## src/rtl/score_bcd_pkg.sv

```systemverilog
// Shared definitions for the score binary-to-BCD converter.
package score_pkg;

    // Number of BCD digits presented to the seven-segment mux.
    localparam int NDIG = 4;

    // Codepoint the seven-segment decoder renders as an unlit digit.
    localparam logic [3:0] BCD_BLANK = 4'hF;

    // Conversion sequencer states.
    typedef enum logic [1:0] {
        IDLE  = 2'd0,
        SHIFT = 2'd1,
        DONE  = 2'd2
    } state_t;

endpackage

```

## src/rtl/score_bcd_add3.sv

```systemverilog
// Double-dabble correction for one BCD nibble: add 3 when the nibble is 5 or more,
// so the following left shift carries correctly into the next decimal digit.
module bcd_add3 (
    input  logic [3:0] in_i,
    output logic [3:0] out_o
);

    // Nibble-local correction; no carry leaves the nibble.
    assign out_o = (in_i >= 4'd5) ? (in_i + 4'd3) : in_i;

endmodule

```

## src/rtl/score_bcd.sv

```systemverilog
// Sequential binary-to-BCD converter for the score display. Re-converts whenever
// the score changes (or on request) and presents four atomically updated digits,
// optionally with leading zeros replaced by the blank codepoint.
module score_bcd
    import score_pkg::*;
#(
    parameter int W        = 10,
    parameter bit BLANK_LZ = 1'b1
) (
    input  logic         clk,
    input  logic         reset_n,
    input  logic [W-1:0] score_i,
    input  logic         force_i,
    output logic [3:0]   dig0_o,
    output logic [3:0]   dig1_o,
    output logic [3:0]   dig2_o,
    output logic [3:0]   dig3_o,
    output logic         busy_o,
    output logic         upd_o
);

    localparam int         CW      = (W > 1) ? $clog2(W) : 1;
    localparam int         SRW     = W + 16;
    localparam logic [3:0] HI_RST  = BLANK_LZ ? BCD_BLANK : 4'h0;
    localparam logic [CW-1:0] LAST_STEP = CW'(W - 1);

    state_t                      state_q, state_d;
    logic [W-1:0]                last_q, last_d;
    logic [SRW-1:0]              sr_q, sr_d;
    logic [CW-1:0]               cnt_q, cnt_d;
    logic [NDIG-1:0][3:0]        dig_q;
    logic [NDIG-1:0][3:0]        dig_blk;
    logic [NDIG-1:0][3:0]        bcd_raw;
    logic [15:0]                 bcd_adj;
    logic [SRW-1:0]              sr_adj;
    logic                        busy_q;
    logic                        upd_q;

    // One add-3 corrector per BCD nibble of the shift register.
    for (genvar gi = 0; gi < NDIG; gi++) begin : g_add3
        assign bcd_raw[gi] = sr_q[W + 4*gi +: 4];
        bcd_add3 u_add3 (
            .in_i  (bcd_raw[gi]),
            .out_o (bcd_adj[4*gi +: 4])
        );
    end

    assign sr_adj = {bcd_adj, sr_q[W-1:0]};

    // Leading-zero blanking of the finished BCD field; digit 0 is always shown.
    always_comb begin
        logic lead;
        lead    = 1'b1;
        dig_blk = bcd_raw;
        for (int i = NDIG - 1; i >= 1; i--) begin
            lead = lead && (bcd_raw[i] == 4'h0);
            if (BLANK_LZ && lead) begin
                dig_blk[i] = BCD_BLANK;
            end
        end
    end

    // Next-state logic: start on change or request, shift W times, then publish.
    always_comb begin
        state_d = state_q;
        last_d  = last_q;
        sr_d    = sr_q;
        cnt_d   = cnt_q;
        case (state_q)
            IDLE: begin
                if ((score_i != last_q) || force_i) begin
                    sr_d    = {16'h0, score_i};
                    last_d  = score_i;
                    cnt_d   = '0;
                    state_d = SHIFT;
                end
            end
            SHIFT: begin
                sr_d = sr_adj << 1;
                if (cnt_q == LAST_STEP) begin
                    cnt_d   = '0;
                    state_d = DONE;
                end else begin
                    cnt_d = cnt_q + 1'b1;
                end
            end
            DONE: begin
                state_d = IDLE;
            end
            default: begin
                state_d = IDLE;
            end
        endcase
    end

    // State, datapath and output registers; reset matches the displayed value of 0.
    always_ff @(posedge clk or negedge reset_n) begin
        if (!reset_n) begin
            state_q <= IDLE;
            last_q  <= '0;
            sr_q    <= '0;
            cnt_q   <= '0;
            dig_q   <= {HI_RST, HI_RST, HI_RST, 4'h0};
            busy_q  <= 1'b0;
            upd_q   <= 1'b0;
        end else begin
            state_q <= state_d;
            last_q  <= last_d;
            sr_q    <= sr_d;
            cnt_q   <= cnt_d;
            busy_q  <= (state_d != IDLE);
            upd_q   <= (state_q == DONE);
            if (state_q == DONE) begin
                dig_q <= dig_blk;
            end
        end
    end

    assign dig0_o = dig_q[0];
    assign dig1_o = dig_q[1];
    assign dig2_o = dig_q[2];
    assign dig3_o = dig_q[3];
    assign busy_o = busy_q;
    assign upd_o  = upd_q;

endmodule

```

## config.mk

```make
export PLATFORM = sky130hd
export DESIGN_NAME = score_bcd
export DESIGN_NICKNAME = d
export VERILOG_FILES = /design/src/rtl/score_bcd_pkg.sv /design/src/rtl/score_bcd_add3.sv /design/src/rtl/score_bcd.sv
export SDC_FILE = /design/constraint.sdc
export NUM_CORES = 1
export LEC_CHECK = 0
export ABC_AREA = 1
export BUFFER_PORTS_ARGS = -buffer_cell sky130_fd_sc_hd__clkbuf_2
export CORE_MARGIN = 3
export CORE_UTILIZATION = 40
export DETAILED_ROUTE_END_ITERATION = 16
export PLACE_DENSITY_LB_ADDON = 0.1
export SKIP_CTS_REPAIR_TIMING = 1
export SLEW_MARGIN = 15
export SYNTH_ARGS = -nofsm -noshare
export SYNTH_HDL_FRONTEND = slang
export SYNTH_SLANG_ARGS = --single-unit
```

## constraint.sdc

```tcl
create_clock -name clk -period 3.6 [get_ports clk]
set_input_delay 0.18 -clock clk [delete_from_list [all_inputs] [get_ports clk]]
set_output_delay 0.18 -clock clk [all_outputs]
set_load 0.03 [all_outputs]
```

==> impl_metrics.tcl <==
set metrics [dict create \
    path_cells "inv_1 -> ha_1 -> inv_1 -> nor2_1 -> nand2_1 -> nor3b_2 -> nand3_1 -> a31oi_1" \
    antenna_found_initial 0 \
    grt_pass1_wl_um 10690 \
    final-setup-viol-count 0 \
    seq_area_frac_synth 0.4869 \
    grt_use_total 0.1542 \
    synthFlopType "dfrtp_1" \
    dp_hpwl_um 4071 \
    synth_cell_types 29 \
    leakage_nw 1.805 \
    rsz0062_at_grt "no" \
    drc 0 \
    cts_tree "done" \
    syn_area_per_cell_sq_um 8.110 \
    cap_violations 0 \
    crit_family "simple AND/OR/NAND/NOR gates" \
    antenna_left 0 \
    gr-total-overflow 0 \
    slew_viol_final 0 \
    hold_viol_final 24 \
    synth_most_common_cell "nand2_1" \
    slowest_delay_ns 0.43 \
    drt_first_pass_iters 4 \
    worstMarginPinSlew_ns 0.9378 \
    period_share 0.4643 \
    setup.worst_path.class "flop to flop" \
    die_w_um 94.24 \
    async_flop_share 1.000 \
    required_ns 3.85 \
    crit_fanout 5 \
    power_density_nw_per_um2 969.6 \
    port_buffers 30 \
    finalPower_mw 3.391 \
    cpMostUsedCell "inv_1" \
    fin_area_sq_um 3497 \
    synth_edf_count 0 \
    slowest_stage "dfrtp_1" \
    drive_above_1_share 0.1890 \
    crit_buf_inv 2 \
    synth_area_leaders "dfrtp_1, nand2_1, dfstp_2, nand3_1, o21ai_0" \
    root_buffer "clkbuf_8" \
    io_pins 31 \
    core.rowCount 31 \
    diodes 0 \
    max_freq_mhz 598.3 \
    syn_inst 384 \
    arrival_ns 1.93 \
    relSlewSlack 0.3748 \
    skew_ns 0.01042 \
    fin_crit_ns 1.671 \
    vias_per_cell 4.822 \
    ir_drop_uv 286.7 \
    cts_sinks 60 \
    clkLatencyLatePin_ns 0.34 \
    finalWirelength_um 6109 \
    place_congestion 0.7882 \
    path_clk_slew_ns 0.08 \
    syn-num-nets 409 \
    status "complete, but fails checks" \
    yosysWarnings 0 \
    die_h_um 94.24 \
    fin_nets 438 \
    nFillCells 733 \
    grt_max_degree 52 \
    synth_commonest_cells "nand2_1, dfrtp_1, nand3_1, inv_1, o21ai_0" \
    yosysTopAreaCellShare 0.3857 \
    yosysTopAreaCell "dfrtp_1" \
    clockBufferDepth 2 \
    startpoint_type "flop" \
    vias 2493 \
    drt-initial-drc-count 179 \
    core_sq_um 7408 \
    grt_pass1_vias 2286 \
    timing.hold.ws_ns -0.02225 \
    fin_util 0.4720 \
    cts-htree-levels 3 \
    dieArea_sq_um 8880 \
    syn_to_final_growth_pct 12.29 \
    tns_ns 0 \
    ys_ff_latch 60 \
    cp-end-kind "flop" \
    synth_area_sq_um 3114 \
    failed_checks "negative hold slack" \
    initial_core_util 0.4204 \
    dpl_cell_area_sq_um 3296 \
    hold_class "input port to async pin" \
    multiInputGateArea_sq_um 1314 \
    regArea_sq_um 1516 \
    wl_per_cell_um 11.82 \
    cts_made_buffers 9 \
]
-- final timing paths --
check	startpoint	to	cells past startpoint	slack [ns]
setup / recovery	sr_q[22]	dig1_o[1]	8	1.93
hold / removal	reset_n	sr_q[21]	1	-0.02
setup reg to reg	sr_q[22]	dig1_o[1]	8	1.93
hold reg to reg	sr_q[9]	sr_q[10]	2	0.48
max in group asynchronous	reset_n	sr_q[2]	2	2.76
min in group clk	score_i[6]	last_q[6]	3	0.11
-- registers in the layout, indices dropped and copies added, names as in the netlist --
signal / count
sr_q: 26
state_q: 2
last_q: 10
dig2_o: 4
dig1_o: 4
busy_o: 1
dig0_o: 4
upd_o: 1
dig3_o: 4
cnt_q: 4
-- through the flow --
step                hold slack, ns  setup slack (ns)  instances
finish                    -0.02225             1.929        517
global route               0.03230             1.774        517
CTS                    -0.00005751             1.916        517
detailed placement          0.3710             1.931        501
global placement            0.3734             1.973        501
floorplan                  -0.1156             2.168        384
-- logic make-up after synthesis --
logic type,share of synthesized area
buffers and inverters,0.09120
DFF,0.4869
xor gates and xnor gates,0.005626
AOI/OAI and AO/OA,0.1093
adders and majority gates,0.04821
and+or+nand+nor,0.2587
-- layout by cell type, fill, tap and decap left out, types with 2 or more instances in the layout --
cell type and count:
nand2_1 112, dfrtp_1 48, nand3_1 38, inv_1 36
o21ai_0 33, clkbuf_2 30, nor2_1 26, ha_1 12
dfstp_2 12, inv_2 11, a31oi_1 11, a21oi_1 10
clkbuf_8 10, o21ai_1 5, nor2_2 3, o211ai_1 3
xor2_1 2, clkinv_2 2, clkinvlp_4 2, buf_4 2
-- final cells by class --
type | instances | area share
clock buffer | 10 | 0.03936
inverter | 47 | 0.05045
sequential | 60 | 0.4336
multi-input combinational | 263 | 0.3757
clock inverter | 6 | 0.01825
timing repair buffer | 32 | 0.04723
tap | 99 | 0.03542
-- layer usage --
layer / share of wire / vias up / global-route usage
met5: 0 / - / 0
met2: 0.42 / 54 / 0.2287
met1: 0.51 / 1132 / 0.2113
li1: - / 1295 / -
met3: 0.048 / 12 / 0.04407
met4: 0.020 / 0 / 0.06137
-- where the power goes --
group / switching (mW) / total, mW / leakage [nW] / internal [mW]
Combinational: 0.997 / 1.50 / 0.989 / 0.506
Sequential: 0.225 / 1.27 / 0.718 / 1.05
Clock: 0.280 / 0.617 / 0.0983 / 0.337
Total: 1.50 / 3.39 / 1.81 / 1.89
No activity file was read; power rests on OpenSTA's default activity.
